## config.mk

```make
export PLATFORM = sky130hd
export DESIGN_NAME = bin_to_bcd_seq
export DESIGN_NICKNAME = d
export VERILOG_FILES = /design/src/rtl/bin_to_bcd_seq.sv
export SDC_FILE = /design/constraint.sdc
export NUM_CORES = 1
export LEC_CHECK = 0
export CORE_MARGIN = 4
export CORE_UTILIZATION = 50
export CTS_CLUSTER_DIAMETER = 40
export DETAILED_ROUTE_END_ITERATION = 16
export PLACE_DENSITY_LB_ADDON = 0.05
export RECOVER_POWER = 50
export SLEW_MARGIN = 20
export SYNTH_ARGS = -nofsm -noshare
export SYNTH_HDL_FRONTEND = slang
export SYNTH_SLANG_ARGS = --single-unit
```

## constraint.sdc

```tcl
create_clock -name Clk -period 1.6 [get_ports Clk]
set_clock_uncertainty 0.05 [all_clocks]
set_input_delay 0.16 -clock Clk [delete_from_list [all_inputs] [get_ports Clk]]
set_output_delay 0.16 -clock Clk [all_outputs]
set_load 0.05 [all_outputs]
```

## src/rtl/bin_to_bcd_seq.sv

```systemverilog
// Sequential binary-to-BCD converter using shift-and-add-3, one input bit per clock.
// Produces a packed-BCD word that is held stable between conversions.
module bin_to_bcd_seq #(
    parameter int BIN_WIDTH  = 27,
    parameter int NUM_DIGITS = 8
) (
    input  logic                    Clk,
    input  logic                    Reset,
    input  logic                    start,
    input  logic [BIN_WIDTH-1:0]    bin_in,
    output logic                    busy,
    output logic                    done,
    output logic                    overflow,
    output logic [4*NUM_DIGITS-1:0] encoded
);

    // state   | meaning
    // IDLE    | waiting for start, outputs hold last result
    // CONVERT | one add-3/shift step per edge, BIN_WIDTH steps
    // FINISH  | publish result, pulse done

    localparam int BCD_W = 4 * NUM_DIGITS;
    localparam int SR_W  = BCD_W + BIN_WIDTH;
    localparam int CNT_W = $clog2(BIN_WIDTH + 1);

    function automatic logic [63:0] max_decimal(input int digits);
        logic [63:0] r;
        r = 64'd1;
        for (int i = 0; i < digits; i++) begin
            r = r * 64'd10;
        end
        return r - 64'd1;
    endfunction

    localparam logic [63:0]      MAX_DEC    = max_decimal(NUM_DIGITS);
    localparam logic [CNT_W-1:0] LAST_SHIFT = CNT_W'(BIN_WIDTH - 1);

    typedef enum logic [1:0] {
        IDLE    = 2'd0,
        CONVERT = 2'd1,
        FINISH  = 2'd2
    } state_t;

    state_t            state;
    logic [CNT_W-1:0]  cnt;
    logic [SR_W-1:0]   sr;
    logic [SR_W-1:0]   sr_adj;
    logic              ovf_flag;
    logic              in_over;

    // Full-width compare; folds to constant 0 when the input range fits the digits.
    assign in_over = 64'(bin_in) > MAX_DEC;

    always_comb begin
        sr_adj = sr;
        for (int i = 0; i < NUM_DIGITS; i++) begin
            if (sr[BIN_WIDTH + 4*i +: 4] >= 4'd5) begin
                sr_adj[BIN_WIDTH + 4*i +: 4] = sr[BIN_WIDTH + 4*i +: 4] + 4'd3;
            end
        end
    end

    assign busy = (state == CONVERT) || (state == FINISH);

    always_ff @(posedge Clk or negedge Reset) begin
        if (!Reset) begin
            state    <= IDLE;
            cnt      <= '0;
            sr       <= '0;
            ovf_flag <= 1'b0;
            done     <= 1'b0;
            overflow <= 1'b0;
            encoded  <= '0;
        end else begin
            done <= 1'b0;
            case (state)
                IDLE: begin
                    if (start) begin
                        sr       <= {{BCD_W{1'b0}}, bin_in};
                        cnt      <= '0;
                        ovf_flag <= in_over;
                        state    <= CONVERT;
                    end
                end
                CONVERT: begin
                    // Top-nibble carries fall off here; only possible when overflowing.
                    sr  <= {sr_adj[SR_W-2:0], 1'b0};
                    cnt <= cnt + CNT_W'(1);
                    if (cnt == LAST_SHIFT) begin
                        state <= FINISH;
                    end
                end
                FINISH: begin
                    encoded  <= ovf_flag ? {NUM_DIGITS{4'h9}} : sr[SR_W-1 -: BCD_W];
                    overflow <= ovf_flag;
                    done     <= 1'b1;
                    state    <= IDLE;
                end
                default: begin
                    state <= IDLE;
                end
            endcase
        end
    end

endmodule
```

### Yosys cells after proc, flatten, opt, wreduce, memory -nomap -nowiden

Index checks and enable logic that the tools add are counted.
Widths: inputs -> output; s select.

| word-level totals | value |
|---|---|
| flip-flop bits (word level) | 101 |
| output and inout bits | 35 |

| cells by class | value |
|---|---|
| equal/unequal tests | 5 |
| reduce and logical (&&, ||, !) cells | 6 |
| muxes and demuxes | 17 |
| add/subtract/negate cells | 9 |
| order comparisons | 9 |

Operators by type and width:

| cell | number |
|---|---|
| $pmux 59 s2 | 1 |
| $mux 59 | 1 |
| $ge 4x3->1 const B | 8 |
| $mux 32 | 1 |
| $add 4x2->4 const B | 7 |
| $mux 4 | 7 |
| $gt 27x27->1 const B | 1 |
| $pmux 5 s2 | 1 |
| $reduce_and 2->1 | 3 |
| $add 5x1->5 const B | 1 |
| $eq 5x5->1 const B | 1 |
| $mux 5 | 1 |
| $mux 2 | 2 |
| $pmux 2 s2 | 1 |
| $add 3x2->3 const B | 1 |
| $mux 3 | 1 |
| $eq 2x1->1 const B | 1 |
| $eq 2x2->1 const B | 1 |
| $logic_not 2->1 | 1 |
| $ne 2x1->1 const B | 1 |
| $ne 2x2->1 const B | 1 |
| $reduce_bool 2->1 | 1 |
| $logic_or 1x1->1 | 1 |
| $mux 1 | 1 |

### Depth between registers and ports, before layout

| depth | value |
|---|---|
| depth after elaboration | 3 |
| depth in mapped cells | 9 |
| depth with buffers taken out | 6 |

### Worst setup path before layout

Ideal clock, no wire load.

| timing | value |
|---|---|
| path type | register to register |
| start point | reg sr[31] |
| end point | reg sr[33] |
| path slack | 0.033 ns |
| stages on the path, launching flop included | 7 |
| data required time | 1.467 ns |
| arrival | 1.435 ns |
| cell sequence | dfrtp_1 > inv_1 > ha_1 > nand2b_1 > a21oi_1 > mux2_2 > o21ai_0 |

| between the ends | value |
|---|---|
| cells in the longest elaborated chain, start to end | 3 |

Ends and longest elaborated chain:

| element | RTL line | source |
|---|---|---|
| start: declaration | 46 | `logic [SR_W-1:0] sr;` |
| start signal: assignment | 79 | `sr <= {{BCD_W{1'b0}}, bin_in};` |
| start signal: assignment | 87 | `sr <= {sr_adj[SR_W-2:0], 1'b0};` |
| $add 4x2->4 / $ge 4x3->1 (equally long branches) | 58, 57 |  |
| $mux 4 * | 57 | `if (sr[BIN_WIDTH + 4*i +: 4] >= 4'd5) begin` |
| $pmux 59 s2 * | 76 | `case (state)` |

Mark *: on every way between the ends. The rest lies on a longest branch, timed or not.
A chain may end at the register's enable or synchronous reset.

### Final worst setup path

| timing | value |
|---|---|
| start point | reg state[0] |
| end point | reg cnt[3] |

| between the ends | value |
|---|---|
| cells in the longest elaborated chain, start to end | 3 |

Ends and longest elaborated chain:

| element | RTL line | source |
|---|---|---|
| start: declaration | 44 | `state_t state;` |
| start signal: assignment | 67 | `state <= IDLE;` |
| start signal: assignment | 82 | `state <= CONVERT;` |
| start signal: assignment | 90 | `state <= FINISH;` |
| $eq 2x1->1 / $logic_not 2->1 (equally long branches) | 76 |  |
| $reduce_bool 2->1 (no line) / $ne 2x2->1 (equally long branches) | - |  |
| $reduce_and 2->1 (no line) | - |  |
| end signal: assignment | 88 | `cnt <= cnt + CNT_W'(1);` |
| end: declaration | 45 | `logic [CNT_W-1:0] cnt;` |

Parallel ways exist; a longest one is shown, timed or not.

==> metrics.txt <==
Vias=3872; antenna-violating nets left=0; Max Slew Vio Count=0; Slew @ Worst Pin=approximately 0.73 ns; RSZ-0062 raised after global routing=true; iteration count of the initial detailed-routing pass=4; Multi-input gate area=~2300 µm²; top cells by instance count after synthesis=dfrtp_1 (101), o21ai_0 (43), nor2_1 (41); Max Fclk=0.6226 GHz; DRT met1 WL=between 5000 and 6000 µm; final WL=approximately 11000 µm; synth unique cells=38; Die W=between 100 and 150 µm; post-layout worst setup margin=-0.006085 ns; min Tclk post-route=1.606 ns; GRT Total Usage=0.1950; antenna violations before repair=0; row cnt=35; CP startpoint kind=register; violated checks=negative setup slack; CTS HTree Levels=3; Mapped Cells=between 400 and 500; Setup crit end kind=register; Final Util=0.6840; Max Cap Viol=0; Top Layer Used=met4; CTS buffer count=9; Avg WL per Cell=between 15 and 20 µm; Yosys warnings=0; final setup vio count=1; post-synth top area share=0.5144; CTS tree=built; setup TNS=-0.006085 ns; cell area after layout=around 6400 µm²; clock sink count=101; Post-synth top flop=dfrtp_1; worst-path fanout max=11; first-pass GRT wire length=roughly 18000 µm; Avg Cell Area, Syn=approximately 10 µm²; Power Dens Cells=~1600 nW/µm²; status=finished, violations left; fillers=approximately 800; layout cells sized above 1=0.2496; most numerous cell in the Yosys netlist=dfrtp_1; initial DRC count=between 100 and 150; FF+latch count, synth=101; Net Count, Synth=around 530; vias in the first global route=between 3000 and 4000; residual DRC count=0; Port Buf Inserts=64; Final GP Congestion=0.8279; area grow syn2layout=31.07%; Worst R2R Setup Slack=-0.006 ns; core area=about 9400 µm²; Seq/Total Area, Yosys=0.5144; final hold vios=0; Hold Crit Class=in -> async; Reg area=2529 µm²; Required @ worst endpoint=about 1.8 ns; GRT overflow=0; worst r2r path cells=6; worst-case vdd ir drop=about 0.0008 V; Reg-to-Reg Start=state[0]$_DFFE_PN0P_; Longest Clk Path Bufs=2; Post-synth EDFFs=0; Mapped Area=4913 µm²; placed cell area=5991 µm²; Yosys top cell by area=dfrtp_1; top cells by area in the synthesized netlist=dfrtp_1 (51%), mux2i_1 (5.5%), ha_1 (5.3%), o21ai_0 (4.4%), nor2_1 (3.1%); die area=roughly 11000 µm²; # diodes=0; Root Buffer=clkbuf_8; crit path kind=reg -> reg; Final period util=1.004; largest net degree at the start of global routing=just under 50; I/O Pins=65; asr flop ratio synth=1.000; hpwl dp=7262 µm; clock transition at the registers of the reported paths=0.10 ns; WHS=approximately 0.34 ns; Clock Latency Late Sink=about 0.36 ns; Worst Path Arrival=about 1.8 ns; vias per cell=between 5 and 6; Die Y=107.1 µm; Setup Slack @ Placement=-0.08727 ns; Routed met2 length=around 5400 µm; Leak Pwr=~2.9 nW; Slew Limit Headroom=0.5134; Starting Density=0.5219; Reg-to-Reg End=cnt[3]$_DFFE_PN0P_; Final #Nets=around 650; met3 routed WL=383 µm
==> cells by family after synthesis <==
kind of cell / Yosys count / synth area share
AOI/OAI and AO/OA: 123 / 0.1495
xor gates and xnor gates: 18 / 0.03209
buffers and inverters: 63 / 0.05678
and+or+nand+nor: 120 / 0.1174
DFF: 101 / 0.5144
muxes: 36 / 0.07639
adders and majority gates: 21 / 0.05348
==> layout by cell type, fill, tap and decap left out, types with 8 or more instances in the layout <==
| master | netlist | final |
|---|---|---|
| inv_1 | 36 | 26 |
| xnor2_1 | 8 | 8 |
| o21ai_0 | 43 | 37 |
| nand2b_1 | 10 | 10 |
| o21ai_1 | 16 | 21 |
| xor2_1 | 10 | 10 |
| o22ai_1 | 8 | 8 |
| mux2_2 | 8 | 8 |
| a32o_1 | 8 | 8 |
| ha_1 | 21 | 14 |
| inv_2 | 0 | 10 |
| a21oi_1 | 26 | 18 |
| buf_4 | 3 | 74 |
| a21oi_2 | 0 | 8 |
| nand3b_1 | 16 | 16 |
| clkdlybuf4s50_1 | 0 | 28 |
| mux2i_1 | 27 | 27 |
| nor2_1 | 41 | 41 |
| clkbuf_8 | 0 | 11 |
| clkbuf_1 | 5 | 11 |
| dfrtp_1 | 101 | 100 |
| o31ai_1 | 9 | 9 |
| nand2_1 | 40 | 39 |
==> stage by stage <==
| stage | cells | power (mW) |
|---|---|---|
| finish | 730 | 9.985 |
| detailed placement | 700 | 7.562 |
| floorplan | 482 | 6.187 |
| CTS | 723 | 9.588 |
| global placement | 700 | 7.418 |
| global route | 730 | 10.66 |
==> area by class of cell <==
cell class,count,area share
Sequential cell,101,0.3927
Multi-Input combinational cell,320,0.3495
Timing Repair Buffer,130,0.1811
Tap cell,129,0.02506
Clock buffer,11,0.02351
Inverter,36,0.02098
Clock inverter,3,0.007189
==> state kept, by name, summed over array words and instances (netlist names) <==
signal / count
sr: 59
encoded: 32
cnt: 5
state: 2
done: 1
overflow: 1
ovf_flag: 1
==> where the power goes <==
part           switching (mW)  leakage, nW  internal (mW)
sequential              0.555         1.27           3.18
combinational            2.25         1.54           2.35
clock                   0.857       0.0975          0.796
==> routing by layer <==
layer  up-vias  track usage
met4         0      0.06210
li1       1901            -
met2        84       0.3284
met3        14      0.02408
met5         -            0
met1      1873       0.2623
==> critical path, cell delays in order (launching register included) <==
cell and delay, ns:
dfrtp_1 0.41, buf_4 0.15, ha_4 0.18, mux2_4 0.36, nand4_1 0.13, xor2_1 0.17, nor2_1 0.05
==> worst max path at each step <==
stage                              start            endpoint  cells after the start
floorplan             sr[31]$_DFFE_PN0P_  sr[33]$_DFFE_PN0P_                      6
CTS                   sr[40]$_DFFE_PN0P_  sr[41]$_DFFE_PN0P_                      6
global route        state[0]$_DFFE_PN0P_  cnt[4]$_DFFE_PN0P_                      6
detailed placement                 start  sr[54]$_DFFE_PN0P_                      4
finish              state[0]$_DFFE_PN0P_  cnt[3]$_DFFE_PN0P_                      6
global placement                   start  sr[46]$_DFFE_PN0P_                      4
==> what timing repair did <==
item / 4_1_cts / 5_1_grt
gates resized for setup: 13 / 35
endpoints found under the setup margin: 53 / 43
cloned: 2 / 3
buffers inserted: 6 / 5
pin swaps: 2 / 9
hold buffers: 1 / 0
hold endpoints to repair: 29 / 0
Power figures use the tool's default switching activity.
